===== src/rtl/seg7_scan_ctrl.sv =====
// Multiplexed 7-segment scanner with blanking, PWM brightness and frame snapshot.
// Optional SEG_LZ_BLANK_EN enables leading-zero suppression.
module seg7_scan_ctrl #(
  parameter int N_DIG       = 8,
  parameter int SCAN_DIV    = 1000,
  parameter int BLANK_CYC   = 4,
  parameter int COM_ACT_LOW = 1,
  parameter int SEG_ACT_LOW = 0
) (
  input  logic               CLK,
  input  logic               RST,
  input  logic [4*N_DIG-1:0] DIN,
  input  logic [N_DIG-1:0]   DP,
  input  logic [N_DIG-1:0]   EN,
  input  logic [3:0]         BRIGHT,
  output logic [N_DIG-1:0]   SEG_COM,
  output logic [7:0]         SEG_DATA,
  output logic               FRAME_TICK
);

  localparam int PW = (SCAN_DIV > 1) ? $clog2(SCAN_DIV) : 1;
  localparam int IW = (N_DIG > 1) ? $clog2(N_DIG) : 1;
  localparam logic [N_DIG-1:0] COM_OFF = (COM_ACT_LOW != 0) ? '1 : '0;
  localparam logic [7:0] SEG_OFF = (SEG_ACT_LOW != 0) ? 8'hFF : 8'h00;

  function automatic logic [6:0] hex7(input logic [3:0] n);
    case (n)
      4'h0: hex7 = 7'h3F;
      4'h1: hex7 = 7'h06;
      4'h2: hex7 = 7'h5B;
      4'h3: hex7 = 7'h4F;
      4'h4: hex7 = 7'h66;
      4'h5: hex7 = 7'h6D;
      4'h6: hex7 = 7'h7D;
      4'h7: hex7 = 7'h07;
      4'h8: hex7 = 7'h7F;
      4'h9: hex7 = 7'h6F;
      4'hA: hex7 = 7'h77;
      4'hB: hex7 = 7'h7C;
      4'hC: hex7 = 7'h39;
      4'hD: hex7 = 7'h5E;
      4'hE: hex7 = 7'h79;
      default: hex7 = 7'h71;
    endcase
  endfunction

  logic               run_q, run_d;
  logic [PW-1:0]      pos_q, pos_d;
  logic [IW-1:0]      idx_q, idx_d;
  logic [4*N_DIG-1:0] din_q, din_d;
  logic [N_DIG-1:0]   dp_q, dp_d;
  logic [N_DIG-1:0]   en_q, en_d;
  logic [3:0]         br_q, br_d;
  logic [N_DIG-1:0]   com_q, com_d;
  logic [7:0]         data_q, data_d;
  logic               tick_q, tick_d;

  logic               take;
  logic [N_DIG-1:0]   sup;
  logic [N_DIG-1:0]   sel;
  logic [3:0]         nib;
  logic               dp_b;
  logic               on_b;
  logic [3:0]         phase;
  logic               lit;
`ifdef SEG_LZ_BLANK_EN
  logic               lz;
`endif

  always_comb begin
    run_d = 1'b1;
    pos_d = pos_q;
    idx_d = idx_q;
    take  = 1'b0;
    if (!run_q) begin
      pos_d = '0;
      idx_d = '0;
      take  = 1'b1;
    end else if (pos_q == PW'(SCAN_DIV - 1)) begin
      pos_d = '0;
      if (idx_q == IW'(N_DIG - 1)) begin
        idx_d = '0;
        take  = 1'b1;
      end else begin
        idx_d = idx_q + IW'(1);
      end
    end else begin
      pos_d = pos_q + PW'(1);
    end

    din_d = take ? DIN : din_q;
    dp_d  = take ? DP : dp_q;
    en_d  = take ? EN : en_q;
    br_d  = take ? BRIGHT : br_q;

    // Outputs are computed from next-state so the register shows slot position p.
    sup = '0;
`ifdef SEG_LZ_BLANK_EN
    lz = 1'b1;
    for (int i = N_DIG - 1; i >= 1; i--) begin
      lz     = lz & (din_d[4*i +: 4] == 4'h0) & ~dp_d[i];
      sup[i] = lz;
    end
`endif

    sel  = '0;
    nib  = '0;
    dp_b = 1'b0;
    on_b = 1'b0;
    for (int i = 0; i < N_DIG; i++) begin
      if (idx_d == IW'(i)) begin
        sel[i] = 1'b1;
        nib    = din_d[4*i +: 4];
        dp_b   = dp_d[i];
        on_b   = en_d[i] & ~sup[i];
      end
    end

    phase  = 4'(32'(pos_d) - 32'(BLANK_CYC));
    lit    = on_b && (32'(pos_d) >= 32'(BLANK_CYC)) && (phase <= br_d);
    com_d  = (lit ? sel : '0) ^ COM_OFF;
    data_d = {dp_b, hex7(nib)} ^ SEG_OFF;
    tick_d = (pos_d == '0) && (idx_d == '0);
  end

  always_ff @(posedge CLK or posedge RST) begin
    if (RST) begin
      run_q  <= 1'b0;
      pos_q  <= '0;
      idx_q  <= '0;
      din_q  <= '0;
      dp_q   <= '0;
      en_q   <= '0;
      br_q   <= '0;
      com_q  <= COM_OFF;
      data_q <= SEG_OFF;
      tick_q <= 1'b0;
    end else begin
      run_q  <= run_d;
      pos_q  <= pos_d;
      idx_q  <= idx_d;
      din_q  <= din_d;
      dp_q   <= dp_d;
      en_q   <= en_d;
      br_q   <= br_d;
      com_q  <= com_d;
      data_q <= data_d;
      tick_q <= tick_d;
    end
  end

  assign SEG_COM    = com_q;
  assign SEG_DATA   = data_q;
  assign FRAME_TICK = tick_q;

endmodule


===== config.mk =====
export PLATFORM = sky130hd
export DESIGN_NAME = seg7_scan_ctrl
export DESIGN_NICKNAME = d
export VERILOG_FILES = /design/src/rtl/seg7_scan_ctrl.sv
export SDC_FILE = /design/constraint.sdc
export NUM_CORES = 1
export LEC_CHECK = 0
export CAP_MARGIN = 20
export CORE_MARGIN = 4
export CORE_UTILIZATION = 45
export CTS_CLUSTER_DIAMETER = 200
export DETAILED_ROUTE_END_ITERATION = 16
export HOLD_SLACK_MARGIN = 0.1
export PLACE_DENSITY = 0.69
export SYNTH_ARGS = -nofsm -noshare
export SYNTH_HDL_FRONTEND = slang
export SYNTH_SLANG_ARGS = --single-unit

===== constraint.sdc =====
create_clock -name CLK -period 9.5 [get_ports CLK]
set_input_delay 0.95 -clock CLK [delete_from_list [all_inputs] [get_ports CLK]]
set_output_delay 0.95 -clock CLK [all_outputs]
set_load 0.005 [all_outputs]

Word level (Yosys, flattened, before mapping)
Memory sizes are Yosys's and may differ from the RTL's. A register that Yosys moved wholly into a read port is not among the register bits.
Cells that the tools add are included.
- register bits after elaboration: 83
- bits in latches: 0
- RAM bits: 0
- bits in read-only memories: 112
- input bits: 54
- output and inout bits: 17
- logic and storage cells: 76
- memories: 1
- memory list (name ; words ; bits a word ; read ports ; clocked after memory_dff ; wr ports ; RTL line ; source):
    (name not given) ; 16 ; 7 ; 1 ; 1 ; 0 ; 27 ; case (n)
- add/subtract/negate cells: 3
- $mul: 0
- div/mod/pow operators: 0
- order comparisons: 2
- eq/ne operators: 9
- shift operators: 0
- muxes and demuxes: 45
- bitwise operators: 1
- reduce and logical (&&, ||, !) cells: 5
- operator list (kind ; count):
    $mux W4 ; 9
    $mux W32 ; 1
    $mux W1 ; 27
    $mux W8 ; 3
    $mux W10 ; 2
    $eq A3 B3 Y1 const B ; 5
    $add A10 B1 Y10 const B ; 1
    $eq A10 B10 Y1 const B ; 1
    $ge A10 B3 Y1 const B ; 1
    $logic_not A10 Y1 ; 1
    $mux W3 ; 3
    $not A8 Y8 ; 1
    $eq A3 B2 Y1 const B ; 2
    $le A4 B4 Y1 ; 1
    $sub A4 B3 Y4 const B ; 1
    $add A3 B1 Y3 const B ; 1
    $eq A3 B1 Y1 const B ; 1
    $logic_and A1 B1 Y1 ; 3
    $logic_not A3 Y1 ; 1

Depth between registers and ports, before layout
Gate-level depths: netlist of run 1.
- depth in word-level cells: 17
- depth in mapped cells: 20
- mapped depth without buffers: 16

Worst setup path after synthesis of run 1
No wires, ideal clock.
- kind: register to register
- start: reg pos_q[0]
- end: reg com_q[1], in the netlist SEG_COM[1]
- arrival time: 3.909 ns
- required time: 9.412 ns
- path slack: 5.503 ns
- cell stages (with the launch flop): 21
- period minus slack after synthesis: 3.997 ns
- cells stage by stage: dfrtp_1 > ha_1 > and3_1 > buf_2 > a41oi_2 > buf_2 > buf_2 > buf_2 > buf_2 > clkbuf_1 > nand2_1 > nand2_1 > ha_1 > nor2b_1 > o21ai_0 > nand2b_1 > a21oi_1 > a41oi_1 > a221oi_1 > nand3_1 > or3_1
- elaborated cells between the ends (all ways): 34
- those cells by class: 2 x add/sub; 2 x order compare; 8 x eq/ne; 18 x mux; 1 x bitwise; 3 x reduce/logical
- RTL lines (what ; RTL line ; source):
    from (decl) ; 48 ; logic [PW-1:0] pos_q, pos_d;
    from (signal assigned) ; 140 ; pos_q <= pos_d;
    $eq A10 B10 Y1 ; 79 ; end else if (pos_q == PW'(SCAN_DIV - 1)) begin
    $mux W1 ; 79 ;
    $mux W1 ; 75 ; if (!run_q) begin
    $mux W4 ; 94 ; br_d = take ? BRIGHT : br_q;
    named net br_d[0] ; 53 ; logic [3:0] br_q, br_d;
    $le A4 B4 Y1 ; 120 ; lit = on_b && (32'(pos_d) >= 32'(BLANK_CYC)) && (phase <= br_d);
    $logic_and A1 B1 Y1 ; 120 ;
    $mux W8 ; 121 ; com_d = (lit ? sel : '0) ^ COM_OFF;
    $not A8 Y8 (no line) ; - ;
    named net com_d[1] ; 54 ; logic [N_DIG-1:0] com_q, com_d;
    to (signal assigned) ; 146 ; com_q <= com_d;
    to (decl) ; 54 ;
The timed path passes the listed nets, and every way through them passes these cells.

Worst setup path in the final report of run 1
- start: reg idx_q[0]
- end: reg com_q[2], in the netlist SEG_COM[2]
- elaborated cells between the ends (all ways): 32
- those cells by class: 1 x add/sub; 1 x order compare; 8 x eq/ne; 18 x mux; 1 x bitwise; 3 x reduce/logical
- RTL lines (what ; RTL line ; source):
    from (decl) ; 49 ; logic [IW-1:0] idx_q, idx_d;
    from (signal assigned) ; 141 ; idx_q <= idx_d;
    $eq A3 B3 Y1 ; 81 ; if (idx_q == IW'(N_DIG - 1)) begin
    $mux W1 ; 81 ;
    $mux W1 ; 79 ;
    $mux W1 ; 75 ;
    $mux W4 ; 94 ;
    named net br_d[1] ; 53 ;
    $le A4 B4 Y1 ; 120 ;
    $logic_and A1 B1 Y1 ; 120 ;
    $mux W8 ; 121 ;
    $not A8 Y8 (no line) ; - ;
    named net com_d[2] ; 54 ;
The timed path passes the listed nets, and every way through them passes these cells.

==> results of run 1 <==
## cell usage after synthesis, drive strengths merged (3+ instances only)
library cell / number
nor2: 23
mux2: 17
or3: 5
a211oi: 6
dfstp: 8
and3: 5
nand2: 106
or3b: 3
mux2i: 21
inv: 23
a21oi: 8
ha: 17
nor3b: 3
a31oi: 6
o21a: 3
a2bb2oi: 3
clkbuf: 6
nor3: 7
o22ai: 3
nand4: 6
dfrtp: 75
xnor2: 5
nand3: 10
buf: 17
xor2: 3
o21ai: 7
## sequential cells by signal, summed over array words and instances (netlist names)
name	cells
br_q	4
SEG_DATA	8
pos_q	10
din_q	32
en_q	8
SEG_COM	8
FRAME_TICK	1
run_q	1
dp_q	8
idx_q	3
## power by group through the flow
| stage | combinational (mW) | clock, mW | sequential, mW |
|---|---|---|---|
| 6_report | 0.124 | 0.241 | 0.391 |
| 5_1_grt | 0.140 | 0.261 | 0.394 |
| 4_1_cts | 0.125 | 0.248 | 0.391 |
| 3_5_place_dp | 0.124 | 0 | 0.398 |
| 3_3_place_gp | 0.121 | 0 | 0.397 |
| 2_1_floorplan | 0.0726 | 0 | 0.396 |
## logic make-up (layout without fill, tap and decap cells)
family	after synthesis	in the layout
compound gates	58	58
mux	40	40
xor+xnor	8	8
buf+inv	47	116
simple gates	177	177
flops	83	83
fa+ha+maj	17	17
other cells	1	1
## per-layer routing
layer  global-route usage  part of all wire
met5                    0                 0
met4               0.0712             0.015
met3               0.0349             0.047
met2                0.287              0.46
met1                0.244              0.47
## stage by stage
step	util	power, mW	hold WS (ns)
finish	0.571	0.756	0.471
global route	0.571	0.794	0.484
global placement	0.548	0.518	0.444
floorplan	-	0.469	0.430
detailed placement	0.548	0.522	0.453
CTS	0.568	0.764	0.476
## worst min-delay path, delay by kind of cell, from the launching register on
kind	cells	cell delay, ns
flip-flops	1	0.35
AND/OR/NAND/NOR	2	0.10
## cell type report
type | instances | area [um^2] | share of cell area
Timing Repair Buffer | 76 | 766 | 0.145
Sequential cell | 83 | 2090 | 0.396
Inverter | 24 | 91.3 | 0.0173
Tap cell | 129 | 161 | 0.0306
Clock inverter | 6 | 48.8 | 0.00925
Clock buffer | 10 | 138 | 0.0261
Multi-Input combinational cell | 301 | 1980 | 0.376
## worst max path at each step
stage	depth (start not counted)	from	slack, ns	end
global placement	10	pos_q[0]	5.37	SEG_DATA[1]
finish	17	idx_q[0]	5.13	SEG_COM[2]
global route	17	idx_q[0]	4.74	SEG_COM[2]
detailed placement	17	idx_q[0]	5.20	SEG_COM[2]
CTS	17	idx_q[0]	5.15	SEG_COM[2]
floorplan	20	pos_q[0]	5.50	SEG_COM[1]
==> reports/qor.yml, run 1 <==
hold_viol_final: 0
vias: 3296
p_int_mw: 0.552
crit_path_frequent_cell: "ha_1"
core_area_um2: 9240
first_global_vias: 3417
cts_resized: 0
synth_edf_count: 0
fin_ws_ns: 5.13
grtUsageTotal: 0.181
synth_top_flop_cell: "dfrtp_1"
comb_power_share: 0.164
finalNonFillerCells: 629
cts_buffers: 9
crit_type: "reg -> reg"
p_leak_nw: 2.43
synth_top_cell_by_area: "dfrtp_1"
place.gp.congestion: 0.802
drtPass1Iterations: 4
min_to: "din_q[0]"
ff2ff_path_depth: 17
critPathArrivalTime_ns: 4.64
dieHeight_um: 105
insertedDiodeCount: 0
hold_path_depth: 2
synth_compound_area_frac: 0.104
pre_cts_slack_ns: 5.20
rrSetupSlack_ns: 5.13
drive_gt1_frac: 0.118
viasPerCell: 5.24
routed_wl_mm: 9.65
critPathBufInv: 3
min_period_ns: 4.37
crit_family: "compound AO/OA/AOI/OAI gates"
crit_path_start_kind: "flip-flop"
fmax_mhz: 229
grt_pass1_wl_mm: 16.3
slowest_stage: "o41ai_4"
synth-xor-area-share: 0.0164
p_clk_frac: 0.318
setup_viol: 0
synth_fa_ha_area_frac: 0.0499
cpPeakStageDelay_ns: 0.81
dp_cells: 612
hpwl_mm: 6.75
cp.required_ns: 9.77
synthCells: 431
port_buffers: 70
r2r_end: "SEG_COM[2]"
period_share: 0.460
grt.overflow.total: 0
post_dp_cell_area_um2: 5060
r2r-start: "idx_q[0]"
drt_iter0_drc: 179
synthesis.area_um2: 4270
synth.net_count: 502
grt_max_degree: 84
sw_frac_of_total: 0.270
drc: 0
ios: 71
synth.area.top_cells: "dfrtp_1, nand2_1, ha_1"
synth_top_family_by_area: "simple AND/OR/NAND/NOR gates"
ys_warn_count: 0
antenna_left: 0
row_count: 35
insertion_delay_ns: 0.35
hp-class: "reg -> reg"
async_flop_share: 1.00
crit_fanout: 26
clk_path_buf_depth: 2
finalSetupTns_ns: 0
die_area_um2: 11100
clock-sinks: 83
syn2layout_area_growth_pct: 23.6
tritoncts: "yes"
yosysUniqueCellTypes: 61
final_cell_mix: "nand2_1, dfrtp_1, clkdlybuf4s50_1, nor2_1"
clock-root-buffer: "clkbuf_8"
yosysTopAreaCellShare: 0.440
fin_worst_skew_ns: 0.0114
ir_worst_vdd_mv: 0.0817
p_seq_frac: 0.517
relSlewSlack: 0.354
fin_nets: 566
die_x_um: 105
drv_slew: 0
endpoint_kind: "flip-flop"
cts_setup_buffers: 0
hp-start: "din_q[0]"
path_cells: "ha_1 > ha_1 > inv_1 > o41ai_4 > buf_4 > nand2_1 > nand2_1 > inv_1 > ha_1 > nor2b_1 > o21ai_0 > nand2b_1 > a21oi_1 > a41oi_1 > a221oi_1 > nand3_1 > or3_1"
grt_antenna_before_repair: 0
num-fill-cells: 813
outcome: "complete, no violations"
maxCapViolCount: 0
muxShareOfSynthArea: 0.106
p_per_area_nw_per_um2: 143
clk_pin_slew_ns: 0.09
htreeDepth: 3
initial_core_util: 0.462
ys_ff_latch: 83
ys_seq_area_frac: 0.489
p_sw_mw: 0.204
hold_buffers: 0
rsz0062_at_grt: "no"
syn_area_per_cell_um2: 9.90
fin_area_um2: 5280
tightest_slew_ns: 0.967
synthSimpleGateAreaFrac: 0.185
wl_per_cell_um: 15.3
final_common_cell: "nand2_1"
Power figures use the tool's default switching activity.
==> inputs of run 2 (changes only) <==
Settings changed: PLACE_DENSITY 0.69 to 0.72.
Clock period 9.5 ns to 4 ns, I/O delays scaled along.
==> run 2 against run 1 <==
Global-route usage grew 0.43 points. Setup slack worse by 4.9 ns. Via count increased by 2.1%. Register-to-register slack got worse by 4.9 ns. Critical endpoint is now SEG_DATA[0].
==> reports/qor.yml, run 2 (synthesized netlist as in run 1, its figures left out) <==
cp.required_ns: 4.29
finalSetupTns_ns: 0
dp_cells: 622
relSlewSlack: 0.357
hp-class: "reg -> reg"
crit_start: "pos_q[0]"
die_area_um2: 11100
grt_max_degree: 49
r2r-start: "pos_q[0]"
hpwl_mm: 7.13
hold_path_depth: 2
drc: 0
viasPerCell: 5.27
largest_register_ff_count: 32
p_leak_nw: 2.48
tightest_slew_ns: 0.965
endpoint_kind: "flip-flop"
cts_buffers: 9
ios: 71
drtPass1Iterations: 6
antenna_left: 0
row_count: 35
power_mw: 1.80
clk_path_buf_depth: 2
setup_viol: 0
grt_pass1_wl_mm: 16.5
top_regs: "din_q x32, pos_q x10"
grt.overflow.total: 0
critPathArrivalTime_ns: 4.03
insertedDiodeCount: 0
ff2ff_path_depth: 10
outcome: "complete, no violations"
crit_path_start_kind: "flip-flop"
grt_antenna_before_repair: 0
r2r_end: "SEG_DATA[0]"
grtUsageTotal: 0.185
rrSetupSlack_ns: 0.26
syn2layout_area_growth_pct: 25.3
first_global_vias: 3305
cp-endpoint: "SEG_DATA[0]"
die_x_um: 105
min_period_ns: 3.74
tritoncts: "yes"
rsz0062_at_grt: "no"
period_share: 0.934
core_area_um2: 9240
fmax_mhz: 268
clock-root-buffer: "clkbuf_8"
hold_viol_final: 0
p_per_area_nw_per_um2: 337
routed_wl_mm: 9.89
crit_type: "reg -> reg"
vias: 3365
final_common_cell: "nand2_1"
clock-sinks: 83
regMostFlops: "din_q"
wl_per_cell_um: 15.5
crit_fanout: 12
clk_pin_slew_ns: 0.09
htreeDepth: 3
drv_slew: 0
port_buffers: 70
place.gp.congestion: 0.924
fin_worst_skew_ns: 0.0158
initial_core_util: 0.462
drive_gt1_frac: 0.137
insertion_delay_ns: 0.36
fin_nets: 576
final_cell_mix: "nand2_1, dfrtp_1, clkdlybuf4s50_1, nor2_1"
ir_worst_vdd_mv: 0.163
drt_iter0_drc: 249
maxCapViolCount: 0
dieHeight_um: 105
finalNonFillerCells: 639
## run 2: cell count changes in the layout (fill, tap and decap cells not counted)
| cell | before | now |
|---|---|---|
| clkinvlp_4 | 3 | 1 |
| a21o_2 | 0 | 1 |
| buf_12 | 0 | 1 |
| buf_4 | 5 | 15 |
| buf_16 | 1 | 0 |
| inv_8 | 0 | 1 |
| a21o_1 | 2 | 1 |
| clkinv_4 | 1 | 3 |
| clkinv_2 | 1 | 2 |
| inv_6 | 2 | 0 |
## run 2: final cells by class
type	instances	area [um^2]
Clock buffer	10	138
Multi-Input combinational cell	301	1980
Sequential cell	83	2090
Clock inverter	6	50.0
Inverter	24	91.3
Fill cell	810	3890
Tap cell	129	161
Timing Repair Buffer	86	833
## run 2: worst min path at each step
| stage | startpoint | to | slack [ns] |
|---|---|---|---|
| after floorplan | din_q[29] | din_q[29] | 0.43 |
| after global placement | en_q[1] | en_q[1] | 0.45 |
| after detailed placement | en_q[6] | en_q[6] | 0.45 |
| after CTS | din_q[26] | din_q[26] | 0.47 |
| after global routing | en_q[5] | en_q[5] | 0.50 |
| final | en_q[4] | en_q[4] | 0.47 |
## run 2: timing repair
item                                   in CTS  in global routing
endpoints found under the hold margin       0                  0
buffers inserted                            0                  1
gates resized for setup                     0                  1
setup endpoints to repair                   0                 12
hold buffers                                0                  0
## run 2: report_power, final
part / total [mW] / leakage, nW / internal [mW] / switching, mW
registers: 0.928 / 0.994 / 0.905 / 0.0230
logic: 0.301 / 1.39 / 0.160 / 0.141
clock network: 0.572 / 0.0944 / 0.249 / 0.323
## run 2: worst max-delay path, cell delays in order (launching register included)
cell and delay [ns]:
dfrtp_1 0.42, ha_1 0.23, and3_1 0.38, a31oi_1 0.13, a31oi_1 0.39, clkinv_1 0.40, nor3_1 0.35, a221oi_1 0.13
o22ai_1 0.74, or3b_1 0.42, o211ai_1 0.08
## run 2: metal layers
metal  up-vias  part of all wire  track usage
li1       1624                 -            -
met1      1590              0.43        0.245
met2       129              0.48        0.290
met3        22             0.062       0.0533
met4         0             0.023       0.0656
met5         -                 0            0
## run 2: stage by stage
| step | instance area, um^2 | utilization | setup WS, ns | hold WS (ns) |
|---|---|---|---|---|
| 6_report | 5350 | 0.578 | 0.263 | 0.473 |
| 5_1_grt | 5350 | 0.578 | 0.0336 | 0.496 |
| 4_1_cts | 5340 | 0.578 | 0.188 | 0.472 |
| 3_5_place_dp | 5150 | 0.557 | 0.195 | 0.453 |
| 3_3_place_gp | 5150 | 0.557 | 0.401 | 0.447 |
| 2_1_floorplan | 4270 | - | 0.00331 | 0.430 |
